### config.mk
export PLATFORM = sky130hd
export DESIGN_NAME = ln_credit_unit
export DESIGN_NICKNAME = d
export VERILOG_FILES = /design/src/rtl/ln_pkg.sv /design/src/rtl/ln_lod9.sv /design/src/rtl/ln_credit_unit.sv
export SDC_FILE = /design/constraint.sdc
export NUM_CORES = 1
export LEC_CHECK = 0
export CORE_ASPECT_RATIO = 1.75
export CORE_MARGIN = 3
export CORE_UTILIZATION = 60
export CTS_CLUSTER_SIZE = 16
export DETAILED_ROUTE_END_ITERATION = 10
export HOLD_SLACK_MARGIN = 0.15
export PLACE_DENSITY = 0.8
export SYNTH_ARGS = -nofsm -noshare
export SYNTH_HDL_FRONTEND = slang
export SYNTH_SLANG_ARGS = --single-unit
### constraint.sdc
create_clock -name clk -period 10.5 [get_ports clk]
set_input_delay 2.1 -clock clk [delete_from_list [all_inputs] [get_ports clk]]
set_output_delay 2.1 -clock clk [all_outputs]
set_load 0.1 [all_outputs]
### src/rtl/ln_pkg.sv
// rtl/ln_pkg.sv - shared widths, constants, types and saturation helper for the ln credit unit
package ln_pkg;

    localparam int IN_W    = 9;
    localparam int OUT_W   = 8;
    localparam int FRAC    = 6;
    localparam int LN2_Q6  = 44;
    localparam int OUT_MIN = -128;
    localparam int OUT_MAX = 127;

    typedef logic [IN_W-1:0]         uq3_6_t;
    typedef logic signed [OUT_W-1:0] q1_6_t;
    typedef logic signed [3:0]       k_t;

    // Clamp the wide log sum into the Q1.6 output range.
    function automatic q1_6_t ln_saturate(input logic signed [10:0] y);
        if (y < 11'(OUT_MIN)) begin
            return q1_6_t'(OUT_MIN);
        end else if (y > 11'(OUT_MAX)) begin
            return q1_6_t'(OUT_MAX);
        end else begin
            return q1_6_t'(y[OUT_W-1:0]);
        end
    endfunction

endpackage

### src/rtl/ln_lod9.sv
// rtl/ln_lod9.sv - 9-bit leading-one detector
//
// Ports:
//   x     in   9  value to scan
//   zero  out  1  x has no bits set
//   m     out  4  index of the most significant set bit (0 when x is zero)
module ln_lod9 import ln_pkg::*; (
    input  logic [IN_W-1:0] x,
    output logic            zero,
    output logic [3:0]      m
);

    always_comb begin
        m = '0;
        for (int i = 0; i < IN_W; i++) begin
            if (x[i]) begin
                m = 4'(i);
            end
        end
    end

    assign zero = (x == '0);

endmodule

### src/rtl/ln_credit_unit.sv
// rtl/ln_credit_unit.sv - credit-flow-controlled natural-log approximator, UQ3.6 in, Q1.6 out
//
// Optional feature macro: LN_QUAD_CORR_EN (adds the -f^2/4 term to ln(1+f)).
//
// Ports:
//   clk           in   1  clock
//   rst_n         in   1  asynchronous active-low reset
//   in_valid      in   1  upstream push (upstream must hold a credit)
//   in_data       in   9  x, UQ3.6
//   in_credit     out  1  pulse: one input FIFO slot freed
//   out_valid     out  1  pulse: out_data valid
//   out_data      out  8  ln(x), Q1.6 saturated
//   out_credit    in   1  pulse from downstream: one slot freed
//   err_overflow  out  1  sticky: push dropped because FIFO was full
module ln_credit_unit import ln_pkg::*; #(
    parameter int IN_DEPTH    = 4,
    parameter int OUT_CREDITS = 2
) (
    input  logic             clk,
    input  logic             rst_n,
    input  logic             in_valid,
    input  logic [IN_W-1:0]  in_data,
    output logic             in_credit,
    output logic             out_valid,
    output logic [OUT_W-1:0] out_data,
    input  logic             out_credit,
    output logic             err_overflow
);

    localparam int PW = $clog2(IN_DEPTH);
    localparam int CW = $clog2(IN_DEPTH + 1);

    uq3_6_t          mem [IN_DEPTH];
    logic [PW-1:0]   wr_ptr;
    logic [PW-1:0]   rd_ptr;
    logic [CW-1:0]   count;
    logic [3:0]      cnt;

    logic            full;
    logic            pop;
    logic            accept;

    uq3_6_t          head;
    logic            head_zero;
    logic [3:0]      head_m;
    logic [FRAC-1:0] head_f;

    logic            s1_valid;
    logic            s1_zero;
    k_t              s1_k;
    logic [FRAC-1:0] s1_f;
    logic [FRAC-1:0] ln1p;
    logic signed [10:0] y;
    q1_6_t           result;

    assign full   = (count == CW'(IN_DEPTH));
    assign pop    = (count != '0) && (cnt != '0);
    // A full FIFO still takes a push when the head leaves in the same cycle.
    assign accept = in_valid && (!full || pop);

    assign head = mem[rd_ptr];

    ln_lod9 u_lod (
        .x    (head),
        .zero (head_zero),
        .m    (head_m)
    );

    // Normalise so the leading one sits at bit 6; the six bits below it are f.
    assign head_f = (head_m >= 4'd6) ? FRAC'(head >> (head_m - 4'd6))
                                     : FRAC'(head << (4'd6 - head_m));

    always_ff @(posedge clk) begin
        if (accept) begin
            mem[wr_ptr] <= in_data;
        end
    end

    always_ff @(posedge clk or negedge rst_n) begin
        if (!rst_n) begin
            wr_ptr       <= '0;
            rd_ptr       <= '0;
            count        <= '0;
            err_overflow <= 1'b0;
            in_credit    <= 1'b0;
        end else begin
            if (accept) begin
                wr_ptr <= (wr_ptr == PW'(IN_DEPTH - 1)) ? '0 : wr_ptr + PW'(1);
            end
            if (pop) begin
                rd_ptr <= (rd_ptr == PW'(IN_DEPTH - 1)) ? '0 : rd_ptr + PW'(1);
            end
            count        <= count + CW'(accept) - CW'(pop);
            err_overflow <= err_overflow | (in_valid && !accept);
            in_credit    <= pop;
        end
    end

    // Downstream credit counter; a surplus credit return is absorbed at the cap.
    always_ff @(posedge clk or negedge rst_n) begin
        if (!rst_n) begin
            cnt <= 4'(OUT_CREDITS);
        end else begin
            case ({pop, out_credit})
                2'b10:   cnt <= cnt - 4'd1;
                2'b01:   if (cnt != 4'(OUT_CREDITS)) cnt <= cnt + 4'd1;
                default: cnt <= cnt;
            endcase
        end
    end

    always_ff @(posedge clk or negedge rst_n) begin
        if (!rst_n) begin
            s1_valid <= 1'b0;
            s1_zero  <= 1'b0;
            s1_k     <= '0;
            s1_f     <= '0;
        end else begin
            s1_valid <= pop;
            if (pop) begin
                s1_zero <= head_zero;
                s1_k    <= k_t'(head_m - 4'd6);
                s1_f    <= head_f;
            end
        end
    end

`ifdef LN_QUAD_CORR_EN
    logic [2*FRAC-1:0] f_sq;
    assign f_sq = {{FRAC{1'b0}}, s1_f} * {{FRAC{1'b0}}, s1_f};
    assign ln1p = s1_f - FRAC'(f_sq >> 8);
`else
    assign ln1p = s1_f;
`endif

    assign y      = 11'(s1_k) * 11'(LN2_Q6) + $signed({5'b0, ln1p});
    assign result = s1_zero ? q1_6_t'(OUT_MIN) : ln_saturate(y);

    always_ff @(posedge clk or negedge rst_n) begin
        if (!rst_n) begin
            out_valid <= 1'b0;
            out_data  <= '0;
        end else begin
            out_valid <= s1_valid;
            out_data  <= s1_valid ? result : '0;
        end
    end

endmodule

* Word-level counts from Yosys, hierarchy flattened
Memories as Yosys holds them, arrays and structs flattened.
Cells that the tools add are included.
** Word-level totals
- Register bits :: 33
- RAM bits :: 36
- Input bits :: 13
- Output and inout bits :: 11
- Logic and storage cells :: 65
- Memories kept :: 1
** Cells by class
- Add/subtract/negate cells :: 9
- $mul :: 1
- Order comparisons :: 3
- Equal/unequal tests :: 7
- Shifts and indexed selects :: 2
- Mux-type cells :: 19
- Bitwise gates (word level) :: 1
- Reduce and logical (&&, ||, !) cells :: 11
** Memories
- mem :: words 4, width 9, read ports 1, clocked after Yosys merged registers in 0, write ports 1, RTL line ln_credit_unit.sv:33 : uq3_6_t mem [IN_DEPTH];
** Operators by type and width (count)
- 8-bit two-way mux :: 4
- 3-bit two-way mux :: 4
- 11-bit by 7-bit adder with 11-bit output :: 1
- 11-bit by 8-bit greater-than comparator with 1-bit output (second input constant) :: 1
- 11-bit by 8-bit < comparator with 1-bit output (second input constant) :: 1
- 9-bit zero test :: 1
- 4-bit by 5-bit multiplier with 9-bit output (second input constant) :: 1
- 9-bit by 4-bit left shift with 6-bit output :: 1
- 9-bit by 4-bit >> shifter with 6-bit output :: 1
- 2-bit two-way mux :: 4
- 4-bit two-way mux :: 2
- 4-bit one-hot mux with 2 select lines :: 1
- 2-bit equality test (second input constant) :: 3
- 6-bit two-way mux :: 1
- 2-bit by 1-bit adder with 2-bit output (second input constant) :: 2
- 4-bit by 1-bit adder with 4-bit output (second input constant) :: 1
- 4-bit by 3-bit >= comparator with 1-bit output (second input constant) :: 1
- 4-bit by 2-bit != test with 1-bit output (second input constant) :: 1
- 4-bit nonzero test :: 1
- 3-bit by 4-bit subtractor with 4-bit output (first input constant) :: 1
- 4-bit by 1-bit subtractor with 4-bit output (second input constant) :: 1
- 4-bit by 3-bit subtractor with 4-bit output (second input constant) :: 1
- 3-bit by 1-bit adder with 3-bit output :: 1
- 3-bit equality test (second input constant) :: 1
- other kinds (11) :: 16

* Logic depth before layout (Yosys ltp)
Gate-level depths: netlist of run 1.
An unclocked memory read counts as a cell.
- Depth in word-level cells :: 12
- Mapped depth :: 14
- Gate-level depth less buffers :: 14

* Hierarchy
Synthesis of run 1 repeated with hierarchy kept, for this count alone.
** Second synthesis, totals
- Cells, all modules :: 338
- Area, all modules :: 3933.8 um^2
** By module, submodules not included
- ln_credit_unit :: instances 1, cells an instance 323, area an instance 3847.4 um^2, sequential area each 1908.1 um^2
- ln_lod9 :: instances 1, cells an instance 15, area an instance 86.3 um^2, sequential area each 0.0 um^2

* Worst setup path before layout of run 1
Ideal clock, no wire load.
- Path kind :: input to register
- Start :: in in_valid
- End :: reg count[2]
- Library setup time :: 0.125 ns
- Data arrival time :: 3.419 ns
- Required time :: 10.375 ns
- Slack :: 6.956 ns
- Stages on the path :: 8
- Path buffers :: 0
- Cells stage by stage :: inv_1 > a31oi_1 > a21o_1 > ha_1 > inv_1 > fa_1 > xnor2_1 > xnor2_1
** Between the ends
- Cells in the longest elaborated chain, start to end :: 3
** Ends and longest elaborated chain
- start: declaration :: RTL line ln_credit_unit.sv:21 : input logic in_valid,
- 1-bit logical AND :: RTL line ln_credit_unit.sv:59 : assign accept = in_valid && (!full || pop);
- 3-bit by 1-bit adder with 3-bit output :: RTL line ln_credit_unit.sv:93 : count <= count + CW'(accept) - CW'(pop);
- 3-bit by 1-bit subtractor with 3-bit output :: RTL line ln_credit_unit.sv:93
- end signal: assignment :: RTL line ln_credit_unit.sv:93
- end: declaration :: RTL line ln_credit_unit.sv:36 : logic [CW-1:0] count;
No other way between the ends.
A chain may end at the register's enable or synchronous reset.

* Final worst setup path of run 1
- Start :: reg rd_ptr[0]
- End :: reg s1_f[5] (netlist: ln1p[5])
** Between the ends
- Cells in the longest elaborated chain, start to end :: 12
- Elaborated cells on any way between the ends :: 15
- Those cells by class :: add/sub: 2; order compare: 1; shift: 2; mux: 9; memory: 1
** Ends and longest elaborated chain
- start: declaration :: RTL line ln_credit_unit.sv:35 : logic [PW-1:0] rd_ptr;
- start signal: assignment :: RTL line ln_credit_unit.sv:91 : rd_ptr <= (rd_ptr == PW'(IN_DEPTH - 1)) ? '0 : rd_ptr + PW'(1);
- memory read 4 x 9 bit (*)
- 1-bit two-way mux :: RTL line ln_lod9.sv:16 : if (x[i]) begin
- 2-bit two-way mux (2 in a row) :: RTL line ln_lod9.sv:16
- 3-bit two-way mux (4 in a row) :: RTL line ln_lod9.sv:16
- 4-bit two-way mux :: RTL line ln_lod9.sv:16
- 3-bit by 4-bit subtractor with 4-bit output / 4-bit by 3-bit subtractor with 4-bit output (equally long branches) :: RTL line ln_credit_unit.sv:71, ln_credit_unit.sv:70
- 9-bit by 4-bit left shift with 6-bit output / 9-bit by 4-bit >> shifter with 6-bit output (equally long branches) :: RTL line ln_credit_unit.sv:71, ln_credit_unit.sv:70
- 6-bit two-way mux (*) :: RTL line ln_credit_unit.sv:70 : assign head_f = (head_m >= 4'd6) ? FRAC'(head >> (head_m - 4'd6))
- end signal: assignment :: RTL line ln_credit_unit.sv:117 : s1_f <= '0;
- end signal: assignment :: RTL line ln_credit_unit.sv:123 : s1_f <= head_f;
- end: declaration :: RTL line ln_credit_unit.sv:51 : logic [FRAC-1:0] s1_f;
Mark *: on every way between the ends. The rest lies on a longest branch, timed or not.

==> results.py, run 1 <==
metrics = {
    "run_status": {
        "outcome": "finished, final reports clean",
    },
    "logic_synthesis": {
        "synth_edf_count": 36,
        "synth_top_cell_area_share": 0.278,
        "synthMuxAreaShare": 0.0763,
        "postSynthAreaPerCell_sq_um": 11.7,
        "synth_ff_type": "edfxtp_1",
        "synth_top_family_by_area": "compound AO/OA/AOI/OAI gates",
        "synth_area_leaders": "edfxtp_1, dfrtp_1, ha_1",
        "synthArstFlopShare": 0.478,
        "synth_seq_cells": 69,
        "syn_inst": 332,
        "syn_nets": 377,
        "synth.distinct_cells": 59,
        "synthTopCellsByCount": "edfxtp_1, dfrtp_1, ha_1, nand2_1, inv_1",
        "synth_top_cell_by_area": "edfxtp_1",
        "synthXorXnorAreaFrac": 0.0312,
        "yosysMostFrequentCell": "edfxtp_1",
        "syn-cell-area_sq_mm": 0.00389,
        "yosys_warnings": 0,
        "synth_seq_area_share": 0.491,
        "yosys.area_share.simple": 0.112,
        "synthAdderAreaFrac": 0.111,
        "synth-compound-area-share": 0.139,
    },
    "critical_path": {
        "crit_chain": "mux4_2, nor2_1, o21ai_0, a21oi_1, ha_1, inv_1, ha_1, o21ai_1, nand2_1, or3_1, o211a_1, a221oi_2",
        "critPathSlowestCell": "dfrtp_1",
        "cp_max_fo": 12,
        "arrival_ns": 4.26,
        "start_kind": "flip-flop",
        "crit_type": "flip-flop to flip-flop",
        "crit_top_cell": "ha_1",
        "cp.required_ns": 10.77,
        "max_stage_delay_ns": 0.75,
        "end_kind": "flip-flop",
    },
    "route": {
        "drt-total-wl_mm": 6.82,
        "via_count": 2561,
        "firstDrtPassIters": 5,
        "drc": 0,
        "wl_met2_mm": 3.78,
        "ant_nets": 0,
        "wl_met1_mm": 2.50,
        "wl_per_cell_microns": 15.4,
        "vias_per_cell": 5.79,
        "wl_met3_microns": 270,
        "route.top_layer_used": "met4",
        "drt_iter0_markers": 97,
    },
    "layout": {
        "num_antenna_cells": 0,
        "drive_gt1_frac": 0.110,
        "fin_nets": 402,
        "area_growth_syn_to_layout_pct": 11.5,
    },
    "global_routing": {
        "grt_usage": 0.210,
        "grt_pass1_wl_mm": 11.8,
        "grt_pass1_vias": 2652,
        "grt_start_max_net_pins": 34,
        "antenna_found_initial": 0,
        "overflow": 0,
    },
    "clock_tree": {
        "insertion_delay_ns": 0.35,
        "hold_buffers": 0,
        "clockBufferDepth": 2,
        "htreeDepth": 3,
        "ctsResizeCount": 0,
        "clk_pin_slew_ns": 0.07,
        "root_buffer": "clkbuf_8",
        "cts_tree": "yes",
        "clock-sinks": 69,
        "post_cts_buffers": 0,
        "cts_buffers": 9,
    },
    "sta": {
        "fin_skew_ns": 0.0102,
        "setup_violations": 0,
        "hold_viol_final": 0,
        "finalCriticalPeriod_ns": 3.99,
        "finalCritPeriodShare": 0.380,
        "fmax_mhz": 251,
        "fin_setup_tns_ns": 0,
        "rsz0062_at_grt": "false",
        "tightest_slew_ns": 0.966,
        "slew_viol_final": 0,
        "slew-limit-headroom": 0.354,
    },
    "die": {
        "num_rows": 38,
        "initial_core_util": 0.624,
        "die_h_microns": 112,
        "ios": 24,
        "core_sq_mm": 0.00623,
        "die_area_sq_mm": 0.00752,
        "die_x_microns": 66.8,
    },
    "placed_design": {
        "place_congestion": 0.960,
        "portBuffers": 23,
        "dpl.hpwl_mm": 5.24,
    },
    "worst_hold_path": {
        "min_path_type": "flip-flop to flip-flop",
    },
    "job": {
        "maxCapViolCount": 0,
    },
}
## logic make-up (layout without fill, tap and decap cells)
| family | Yosys count | after routing |
|---|---|---|
| and+or+nand+nor | 85 | 85 |
| adders and majority gates | 32 | 32 |
| xor gates and xnor gates | 13 | 13 |
| AOI/OAI and AO/OA | 79 | 79 |
| buffers and inverters | 36 | 66 |
| DFF | 69 | 69 |
| muxes | 18 | 18 |
## per-layer routing
metal	vias up	global-route usage
li1	1261	-
met1	1216	0.214
met2	61	0.375
met3	23	0.0490
met4	0	0.121
met5	-	0
## final timing paths
path                            from         to  slack, ns  cells after the start
max in group asynchronous      rst_n     cnt[1]       8.01                      2
min reg2reg                 s1_valid  out_valid       0.43                      0
max                        rd_ptr[0]    ln1p[5]       6.51                     12
min                         s1_valid  out_valid       0.43                      0
min in group asynchronous      rst_n    ln1p[5]       2.15                      2
max reg2reg                rd_ptr[0]    ln1p[5]       6.51                     12
## registers in the layout (all words and copies together) (netlist names)
register / count
ln1p: 6
cnt: 4
err_overflow: 1
wr_ptr: 2
out_data: 8
s1_zero: 1
count: 3
s1_k: 4
mem: 36
rd_ptr: 2
out_valid: 1
s1_valid: 1
## metrics by stage
step | util | hold WS [ns] | cell area [sq um] | std cells | setup WS, ns
after global placement | 0.669 | 0.400 | 4170 | 426 | 6.34
after CTS | 0.696 | 0.434 | 4330 | 442 | 6.50
after detailed placement | 0.669 | 0.416 | 4170 | 426 | 6.23
final | 0.696 | 0.425 | 4330 | 442 | 6.51
after floorplan | - | 0.470 | 3890 | 332 | 6.96
after global routing | 0.696 | 0.451 | 4330 | 442 | 6.18
## cells in the final DEF, fill, tap and decap left out, drive strengths merged, types with 2 or more instances in the layout
cell	n
nor3	5
a2111oi	2
or3b	2
a21o	6
o211ai	3
a211oi	4
fa	4
clkdlybuf4s50	23
inv	26
or2	2
a221o	2
mux4	9
ha	28
a21boi	2
nor2	19
nand2	28
o21ai	24
or3	2
nor4	4
a31oi	4
mux2i	6
xnor2	10
nor2b	6
and2	4
mux2	3
edfxtp	36
a21oi	19
clkbuf	13
nand3	5
nand2b	5
xor2	3
dfrtp	32
clkinv	3
## critical path: cells and delay by family (launching register included)
family,cells,cell delay [ns]
adder cells (fa/ha/maj),2,0.43
AND/OR/NAND/NOR,3,0.92
multiplexers,1,0.73
flip-flops,1,0.75
AO/OA/AOI/OAI,5,1.04
buffers and inverters,1,0.05
## final cells by class
class | count | area, sq um
sequential | 69 | 1910
fill | 475 | 1900
multi-input combinational | 227 | 1830
timing repair buffer | 24 | 238
clock buffer | 13 | 149
tap | 80 | 100
inverter | 26 | 97.6
clock inverter | 3 | 15.0
Power of run 1 is left out: the tool's default activity adds up to more than one toggle a clock period on the data nets, which glitch-free logic cannot reach.
==> inputs of run 2 (changes only) <==
Settings changed: CORE_UTILIZATION 60 to 59, PLACE_DENSITY 0.8 to 0.79.
Clock period 10.5 ns to 3.7 ns, I/O delays scaled along.
==> results.py, run 2 (synthesis results as in run 1) <==
metrics = {
    "layout": {
        "seq_area_sq_mm": 0.00191,
        "drive_gt1_frac": 0.150,
        "final_common_cell": "edfxtp_1",
        "multiInputGateArea_sq_mm": 0.00185,
        "num_antenna_cells": 0,
        "largest_reg_flops": 36,
        "top_register": "mem",
        "fin_nets": 414,
        "nFillCells": 489,
        "mostFrequentLayoutCells": "edfxtp_1, dfrtp_1, nand2_1, ha_1, inv_1",
        "final_cell_area_sq_mm": 0.00446,
        "area_growth_syn_to_layout_pct": 14.8,
    },
    "placed_design": {
        "place_congestion": 0.910,
        "place_ws_ns": -0.00679,
        "place_area_sq_mm": 0.00426,
        "portBuffers": 23,
        "dpl.hpwl_mm": 5.43,
    },
    "sta": {
        "tightest_slew_ns": 0.965,
        "hold_viol_final": 0,
        "finalCritPeriodShare": 0.952,
        "slew-limit-headroom": 0.355,
        "slew_viol_final": 0,
        "setup_violations": 0,
        "fin_skew_ns": 0.00971,
        "finalWorstSetupSlack_ns": 0.176,
        "fmax_mhz": 284,
        "finalCriticalPeriod_ns": 3.52,
    },
    "die": {
        "core_sq_mm": 0.00628,
        "initial_core_util": 0.619,
        "die_h_microns": 113,
        "ios": 24,
        "die_area_sq_mm": 0.00764,
        "num_rows": 38,
        "die_x_microns": 67.4,
    },
    "route": {
        "ant_nets": 0,
        "drt_iter0_markers": 109,
        "drc": 0,
        "drt-total-wl_mm": 7.02,
        "wl_per_cell_microns": 15.5,
        "via_count": 2610,
        "vias_per_cell": 5.75,
        "firstDrtPassIters": 4,
    },
    "critical_path": {
        "cp.required_ns": 3.97,
        "crit_type": "flip-flop to flip-flop",
        "arrival_ns": 3.79,
        "end_kind": "flip-flop",
        "cp_max_fo": 7,
        "start_kind": "flip-flop",
    },
    "clock_tree": {
        "cts_tree": "yes",
        "hold_buffers": 0,
        "post_cts_buffers": 0,
        "insertion_delay_ns": 0.35,
        "root_buffer": "clkbuf_8",
        "clk_pin_slew_ns": 0.07,
        "htreeDepth": 3,
        "clockBufferDepth": 2,
        "cts_buffers": 9,
        "clock-sinks": 69,
    },
    "global_routing": {
        "grt_pass1_vias": 2690,
        "grt_start_max_net_pins": 34,
        "grt_pass1_wl_mm": 12.1,
        "grt_usage": 0.214,
        "overflow": 0,
        "antenna_found_initial": 0,
    },
    "job": {
        "maxCapViolCount": 0,
    },
    "run_status": {
        "outcome": "finished, final reports clean",
    },
    "worst_hold_path": {
        "min_path_type": "flip-flop to flip-flop",
    },
}
## run 2: changes by cell type in the layout (fill, tap and decap cells not counted), sizes merged
cell / change
buf: +12
## run 2: critical path, cell delays in order, from the launching register on
cell and delay [ns]:
dfrtp_1 0.43, ha_1 0.21, ha_1 0.18, or2_2 0.29
ha_1 0.30, inv_1 0.06, fa_1 0.43, xor2_1 0.18
nand2b_1 0.19, a211oi_2 0.22, mux2_2 0.38, o21ai_4 0.15
o211ai_1 0.24, a21oi_1 0.21
## run 2: what timing repair did
item,in CTS,in global routing
setup endpoints to repair,2,7
resized for setup,1,5
pin swaps,1,4
## run 2: path summary, 6_finish.rpt
| kind | depth (start not counted) | from | end | slack (ns) |
|---|---|---|---|---|
| max | 13 | s1_k[2] | out_data[3] | 0.18 |
| min | 0 | s1_valid | out_valid | 0.44 |
| max reg2reg | 13 | s1_k[2] | out_data[3] | 0.18 |
| min reg2reg | 0 | s1_valid | out_valid | 0.44 |
| max in group asynchronous | 2 | rst_n | cnt[1] | 2.56 |
| min in group asynchronous | 2 | rst_n | s1_k[3] | 0.80 |
## run 2: per-stage QoR
step | instances | hold WS [ns] | TNS, ns | util
2_1_floorplan | 332 | 0.444 | 0 | -
3_3_place_gp | 438 | 0.441 | 0 | 0.679
3_5_place_dp | 438 | 0.442 | -0.00679 | 0.679
4_1_cts | 454 | 0.460 | 0 | 0.707
5_1_grt | 454 | 0.472 | -0.0211 | 0.711
6_report | 454 | 0.445 | 0 | 0.711
## run 2: layer usage
metal | GRT usage | wire [microns] | vias up | part of all wire
li1 | - | - | 1287 | -
met1 | 0.218 | 2570 | 1257 | 0.37
met2 | 0.396 | 4040 | 52 | 0.57
met3 | 0.0387 | 214 | 14 | 0.030
met4 | 0.108 | 201 | 0 | 0.029
met5 | 0 | 0 | - | 0
## run 2: cell type report
| cell class | instances | area share |
|---|---|---|
| clock inverter | 3 | 0.00421 |
| timing repair buffer | 36 | 0.0735 |
| clock buffer | 13 | 0.0359 |
| multi-input combinational | 227 | 0.414 |
| sequential | 69 | 0.428 |
| inverter | 26 | 0.0219 |
| tap | 80 | 0.0224 |
Power of run 2 is left out for the same reason.
